==> config.mk <==
export PLATFORM = sky130hd
export DESIGN_NAME = fpdiv_wb_queue
export DESIGN_NICKNAME = d
export VERILOG_FILES = /design/src/rtl/fp_wb_pkg.sv /design/src/rtl/fp_wb_fifo.sv /design/src/rtl/fpdiv_wb_queue.sv
export SDC_FILE = /design/constraint.sdc
export NUM_CORES = 1
export LEC_CHECK = 0
export ABC_AREA = 1
export BUFFER_PORTS_ARGS = -buffer_cell sky130_fd_sc_hd__buf_2
export CAP_MARGIN = 20
export CELL_PAD_IN_SITES_DETAIL_PLACEMENT = 0
export CELL_PAD_IN_SITES_GLOBAL_PLACEMENT = 1
export CORE_MARGIN = 1
export CORE_UTILIZATION = 46
export DETAILED_ROUTE_END_ITERATION = 6
export GPL_TIMING_DRIVEN = 0
export HOLD_SLACK_MARGIN = 0.15
export PLACE_DENSITY_LB_ADDON = 0.1
export SLEW_MARGIN = 20
export SYNTH_ARGS = -nofsm -noshare
export SYNTH_HDL_FRONTEND = slang
export SYNTH_HIERARCHICAL = 1
export SYNTH_SLANG_ARGS = --single-unit
export TNS_END_PERCENT = 100
==> constraint.sdc <==
create_clock -name CLK -period 5.8 [get_ports CLK]
set_input_delay 1.16 -clock CLK [delete_from_list [all_inputs] [get_ports CLK]]
set_output_delay 1.16 -clock CLK [all_outputs]
set_load 0.01 [all_outputs]
==> src/rtl/fp_wb_pkg.sv <==
// fp_wb_pkg: shared types and constants for the FP divider writeback queue.
//   fp_wb_entry_t : one queued result (data, destination, size code, flags)
//   ST_*          : bit positions inside the sticky STAT register
package fp_wb_pkg;

    typedef struct packed {
        logic [127:0] data;
        logic [3:0]   dst;
        logic [2:0]   size;
        logic         nan;
        logic         inf;
        logic         sign;
        logic         zero;
    } fp_wb_entry_t;

    localparam int ST_ZERO = 0;
    localparam int ST_INF  = 1;
    localparam int ST_NAN  = 2;
    localparam int ST_OVF  = 3;
    localparam int ST_SPUR = 4;

endpackage

==> src/rtl/fp_wb_fifo.sv <==
// fp_wb_fifo: synchronous FIFO of fp_wb_entry_t.
//   CLK, RST        : clock, asynchronous active-low reset
//   push, wr_entry  : write wr_entry at the tail (caller guarantees room)
//   pop             : advance the head (caller guarantees non-empty)
//   rd_entry        : head entry (undefined content when empty)
//   full, empty     : occupancy flags
//   count           : number of valid entries, 0..DEPTH
// Pointers carry one extra wrap bit so full and empty are distinguishable:
// full when the wrap bits differ and the index bits match.
module fp_wb_fifo
    import fp_wb_pkg::*;
#(
    parameter int DEPTH = 4,
    parameter int CW    = $clog2(DEPTH) + 1
) (
    input  logic          CLK,
    input  logic          RST,
    input  logic          push,
    input  logic          pop,
    input  fp_wb_entry_t  wr_entry,
    output fp_wb_entry_t  rd_entry,
    output logic          full,
    output logic          empty,
    output logic [CW-1:0] count
);

    localparam int AW = CW - 1;

    fp_wb_entry_t  mem [DEPTH];
    logic [CW-1:0] wr_ptr;
    logic [CW-1:0] rd_ptr;

    assign full     = (wr_ptr[CW-1] != rd_ptr[CW-1]) &&
                      (wr_ptr[AW-1:0] == rd_ptr[AW-1:0]);
    assign empty    = (wr_ptr == rd_ptr);
    assign count    = wr_ptr - rd_ptr;
    assign rd_entry = mem[rd_ptr[AW-1:0]];

    always_ff @(posedge CLK or negedge RST) begin
        if (!RST) begin
            wr_ptr <= '0;
            rd_ptr <= '0;
        end else begin
            if (push) wr_ptr <= wr_ptr + 1'b1;
            if (pop)  rd_ptr <= rd_ptr + 1'b1;
        end
    end

    // Storage needs no reset; reads are qualified by empty upstream.
    // A push into a full FIFO together with a pop writes the slot the head
    // is vacating, which is safe because the write lands after the edge.
    always_ff @(posedge CLK) begin
        if (push) mem[wr_ptr[AW-1:0]] <= wr_entry;
    end

endmodule

==> src/rtl/fpdiv_wb_queue.sv <==
// fpdiv_wb_queue: writeback queue behind the 128-bit FP divide/sqrt unit.
//   CLK, RST                 : clock, asynchronous active-low reset
//   ISSUE                    : an op was accepted by the divider this cycle
//   RDY, R, DSTo, SR, flags  : single-cycle result pulse from the divider
//   CANISSUE                 : issue permitted next cycle
//   WREQ/WDATA/WDST/WSIZE/WFLAGS, WACK : register-file write port
//   CNT                      : queue occupancy
//   STAT, STATCLR            : sticky {SPUR, OVF, NaN, Inf, Zero}, clear
// Handshake: WREQ is the valid of the head entry and WACK its ready; an
// entry transfers (pops) exactly on a cycle where WREQ & WACK are both 1 at
// the rising edge. WACK without WREQ has no effect, and WREQ plus the head
// fields stay stable until the transfer happens.
module fpdiv_wb_queue
    import fp_wb_pkg::*;
#(
    parameter  int DEPTH = 4,
    localparam int CW    = $clog2(DEPTH) + 1
) (
    input  logic          CLK,
    input  logic          RST,
    input  logic          ISSUE,
    input  logic          RDY,
    input  logic [127:0]  R,
    input  logic [3:0]    DSTo,
    input  logic [2:0]    SR,
    input  logic          Zero,
    input  logic          Sign,
    input  logic          Inf,
    input  logic          NaN,
    output logic          CANISSUE,
    output logic          WREQ,
    output logic [127:0]  WDATA,
    output logic [3:0]    WDST,
    output logic [2:0]    WSIZE,
    output logic [3:0]    WFLAGS,
    input  logic          WACK,
    output logic [CW-1:0] CNT,
    output logic [4:0]    STAT,
    input  logic          STATCLR
);

    localparam logic [CW-1:0] DEPTH_C  = CW'(DEPTH);
    localparam logic [CW:0]   DEPTH_CW = (CW + 1)'(DEPTH);

    fp_wb_entry_t  wr_entry;
    fp_wb_entry_t  rd_entry;
    fp_wb_entry_t  head;
    logic          full;
    logic          empty;
    logic          pop_acc;
    logic          push_acc;
    logic [CW-1:0] infl;
    logic [CW:0]   committed;
    logic [4:0]    stat_q;
    logic [4:0]    stat_set;

    assign wr_entry = '{data: R, dst: DSTo, size: SR,
                        nan: NaN, inf: Inf, sign: Sign, zero: Zero};

    assign pop_acc  = WACK & ~empty;
    // A full queue still takes a result if the head leaves in the same cycle.
    assign push_acc = RDY & (~full | pop_acc);

    fp_wb_fifo #(.DEPTH(DEPTH), .CW(CW)) u_fifo (
        .CLK      (CLK),
        .RST      (RST),
        .push     (push_acc),
        .pop      (pop_acc),
        .wr_entry (wr_entry),
        .rd_entry (rd_entry),
        .full     (full),
        .empty    (empty),
        .count    (CNT)
    );

    // Every queued or in-flight result owns a slot, so the divider can
    // never return more results than the queue can hold.
    assign committed = {1'b0, CNT} + {1'b0, infl};
    assign CANISSUE  = (committed < DEPTH_CW);

    always_ff @(posedge CLK or negedge RST) begin
        if (!RST) begin
            infl <= '0;
        end else if (ISSUE && !RDY) begin
            if (infl != DEPTH_C) infl <= infl + 1'b1;
        end else if (RDY && !ISSUE) begin
            if (infl != '0) infl <= infl - 1'b1;
        end
    end

    always_comb begin
        stat_set = '0;
        if (push_acc) begin
            stat_set[ST_NAN]  = NaN;
            stat_set[ST_INF]  = Inf;
            stat_set[ST_ZERO] = Zero;
        end
        if (RDY && !push_acc)   stat_set[ST_OVF]  = 1'b1;
        if (ISSUE && !CANISSUE) stat_set[ST_OVF]  = 1'b1;
        if (RDY && infl == '0)  stat_set[ST_SPUR] = 1'b1;
    end

    // Set events take priority over a same-cycle clear.
    always_ff @(posedge CLK or negedge RST) begin
        if (!RST) stat_q <= '0;
        else      stat_q <= (STATCLR ? 5'b0 : stat_q) | stat_set;
    end

    assign STAT   = stat_q;
    assign head   = empty ? '0 : rd_entry;
    assign WREQ   = ~empty;
    assign WDATA  = head.data;
    assign WDST   = head.dst;
    assign WSIZE  = head.size;
    assign WFLAGS = {head.nan, head.inf, head.sign, head.zero};

endmodule

==> results.json <==
{
  "status": "completed",
  "grt_pass1_wl_mm": 93.1,
  "crit_start": "u_fifo/rd_ptr[1]",
  "drive_above_1_share_pct": 16.4,
  "dieArea_sq_um": 56300,
  "utilization_pct": 55.1,
  "synth_seq_area_share_pct": 67.0,
  "syn2layout_area_growth_pct": 17.5,
  "cts-hold-fix-buffers": 0,
  "routedWlPerCell_um": 16.6,
  "ant_nets": 0,
  "clockBufferDepth": 3,
  "maxSlewViolCount": 0,
  "vdd_drop_max_v": 0.000300,
  "numPortBuffers": 293,
  "cts_max_level": 2,
  "critPathMaxFanout": 11,
  "endpoint": "WDATA[70]",
  "setup_violations": 0,
  "slew_headroom_pct": 53.5,
  "drt_iter0_drc": 1006,
  "ys_warn_count": 6,
  "switchingPower_mw": 6.56,
  "drc_errors": 0,
  "routabilityCongestion": 0.770,
  "swShare_pct": 39.6,
  "r2r_slack_ns": 2.05,
  "grt_pass1_vias": 16497,
  "hold_path.class": "input port to asynchronous set/reset pin",
  "start_kind": "flip-flop",
  "worst_slew_pin_slew_ns": 0.698,
  "viasPerCell": 4.63,
  "cts_buffers": 61,
  "fmax_mhz": 239,
  "clock-sinks": 570,
  "worst_slack_ns": 1.61,
  "worstSetupPathType": "flip-flop to primary output",
  "clkPwrFrac_pct": 22.5,
  "synth_fa_ha_area_share_pct": 0.649,
  "power_density_nw_per_um2": 555,
  "antenna_found_initial": 19,
  "synth_area_sq_um": 25400,
  "dp_cells": 3584,
  "reg2regPathDepth": 14,
  "layout.cells.non_filler": 3708,
  "wl_mm": 61.4,
  "avgSynthCellArea_sq_um": 9.82,
  "dieHeight_um": 237,
  "vias": 17174,
  "dp_hpwl_mm": 37.7,
  "critPathRequiredTime_ns": 4.64,
  "start_util_pct": 46.9,
  "cts_resized": 0,
  "grt_use_total_pct": 22.0,
  "cts_setup_buffers": 0,
  "grt-ovfl-total": 0,
  "hold_ws_ns": 0.444,
  "cts_tree": "yes",
  "firstDrtPassIters": 5,
  "syn_nets": 2747,
  "grt_max_degree": 82,
  "p_seq_share_pct": 34.2,
  "reg2reg_to": "u_fifo/mem[0][95]",
  "synthMuxAreaShare_pct": 0,
  "synth_cell_types": 21,
  "clockRootBuffer": "clkbuf_16",
  "fin_crit_ns": 4.19,
  "path_clk_slew_ns": 0.06,
  "synth_compound_area_share_pct": 0.113,
  "crit-reg2reg-launch": "u_fifo/rd_ptr[1]",
  "ios": 294,
  "worstSkewPairLatency_ns": 0.63,
  "intPower_mw": 10.0,
  "dp_slack_ns": 1.99,
  "core_sq_um": 54200,
  "fp-row-count": 85,
  "synth_seq_cells": 570,
  "rsz0062_at_grt": "false",
  "synthSimpleGateAreaFrac_pct": 18.8,
  "clock_skew_ns": 0.0291,
  "crit_arrival_ns": 3.03,
  "cap_violations": 0,
  "endpoint_kind": "primary output",
  "synth_xor_area_share_pct": 0.103,
  "syn_inst": 2590,
  "nets": 3108,
  "synth_top_family_by_area": "simple AND/OR/NAND/NOR gates",
  "leakagePower_nw": 14.7,
  "combPwrFrac_pct": 43.3,
  "finalHoldViolCount": 0,
  "period_share_pct": 72.2,
  "die_w_um": 237
}
## worst min path at each step
stage / startpoint / end / slack, ns / cells after the start
finish: RST / STAT[3] / 0.44 / 1
global route: RST / STAT[3] / 0.46 / 1
CTS: RST / STAT[3] / 0.43 / 1
detailed placement: STAT[4] / STAT[4] / 0.47 / 2
global placement: STAT[4] / STAT[4] / 0.47 / 2
floorplan: u_fifo/wr_ptr[0] / u_fifo/wr_ptr[0] / 0.49 / 1
## cell families after synthesis
logic type               count (synthesis)
AO/OA/AOI/OAI                            5
XOR/XNOR                                 3
adder cells (fa/ha/maj)                 12
buffers and inverters                  832
AND/OR/NAND/NOR                       1168
flip-flops                             570
## area by class of cell
type	count	area (sq um)
Inverter	723	2750
Clock buffer	82	1650
Multi-Input combinational cell	1188	4990
Tap cell	696	871
Antenna cell	9	22.5
Fill cell	4834	24300
Sequential cell	570	17000
Timing Repair Buffer	298	1600
Buffer	109	689
Clock inverter	33	272
## power groups by stage
stage / logic [mW] / registers [mW] / clock network (mW)
3_3_place_gp: 7.17 / 5.97 / 0
2_1_floorplan: 4.39 / 5.82 / 0
5_1_grt: 8.00 / 5.73 / 3.97
3_5_place_dp: 7.29 / 5.75 / 0
4_1_cts: 7.33 / 5.67 / 3.81
6_report: 7.18 / 5.66 / 3.73
## registers in the layout (all words and copies together), names as in the netlist
signal / cells
u_fifo/rd_ptr: 3
infl: 3
STAT: 5
u_fifo/mem: 556
u_fifo/wr_ptr: 3
## routing by layer
metal | GRT usage, % | vias to the layer above | routed length [um] | share of wire, %
met2 | 37.6 | 402 | 30000 | 49
met1 | 28.2 | 8024 | 26400 | 43
met3 | 4.06 | 107 | 3390 | 5.5
met4 | 7.14 | 22 | 1390 | 2.3
met5 | 0 | - | 147 | 0.24
li1 | - | 8619 | - | -
## Yosys cell counts, drive strengths merged
master | count | share of area (%)
clkbuf | 11 | 0.16
edfxtp | 556 | 66
nand3b | 2 | 0.059
fa | 2 | 0.16
nand3 | 284 | 5.6
a21oi | 2 | 0.039
inv | 723 | 11
ha | 10 | 0.49
nand2 | 740 | 11
dfrtp | 14 | 1.4
nand4 | 1 | 0.025
xor2 | 3 | 0.10
buf | 98 | 2.5
o21ai | 3 | 0.074
nor2 | 141 | 2.2
## critical path: stages, from the launching register on
cell and delay [ns]:
dfrtp_1 0.38, buf_2 0.15, inv_2 0.10, buf_2 0.31
ha_1 0.29, nand2_1 0.10, a21oi_1 0.06, buf_6 0.16
buf_6 0.20, buf_6 0.18, nor2_1 0.27, buf_2 0.19
## through the flow
step / total power [mW] / cell area (sq um) / setup TNS (ns)
6_report: 16.6 / 29900 / 0
5_1_grt: 17.7 / 29900 / 0
4_1_cts: 16.8 / 29900 / 0
3_5_place_dp: 13.0 / 27900 / 0
3_3_place_gp: 13.1 / 27800 / -1247.27
2_1_floorplan: 10.2 / 25400 / 0
## cell usage in the layout, fill, tap and decap left out, types with 4 or more instances in the layout
cell	n
nand2_1	740
inv_1	716
edfxtp_1	556
buf_2	349
nand3_1	284
nor2_1	132
clkbuf_16	63
clkbuf_1	30
buf_4	28
clkinv_1	18
dfrtp_1	14
buf_6	14
ha_1	10
diode_2	9
nor2_2	9
clkinv_2	9
bufinv_16	5
buf_16	5
inv_8	4
(Power assumes the default switching activity.)
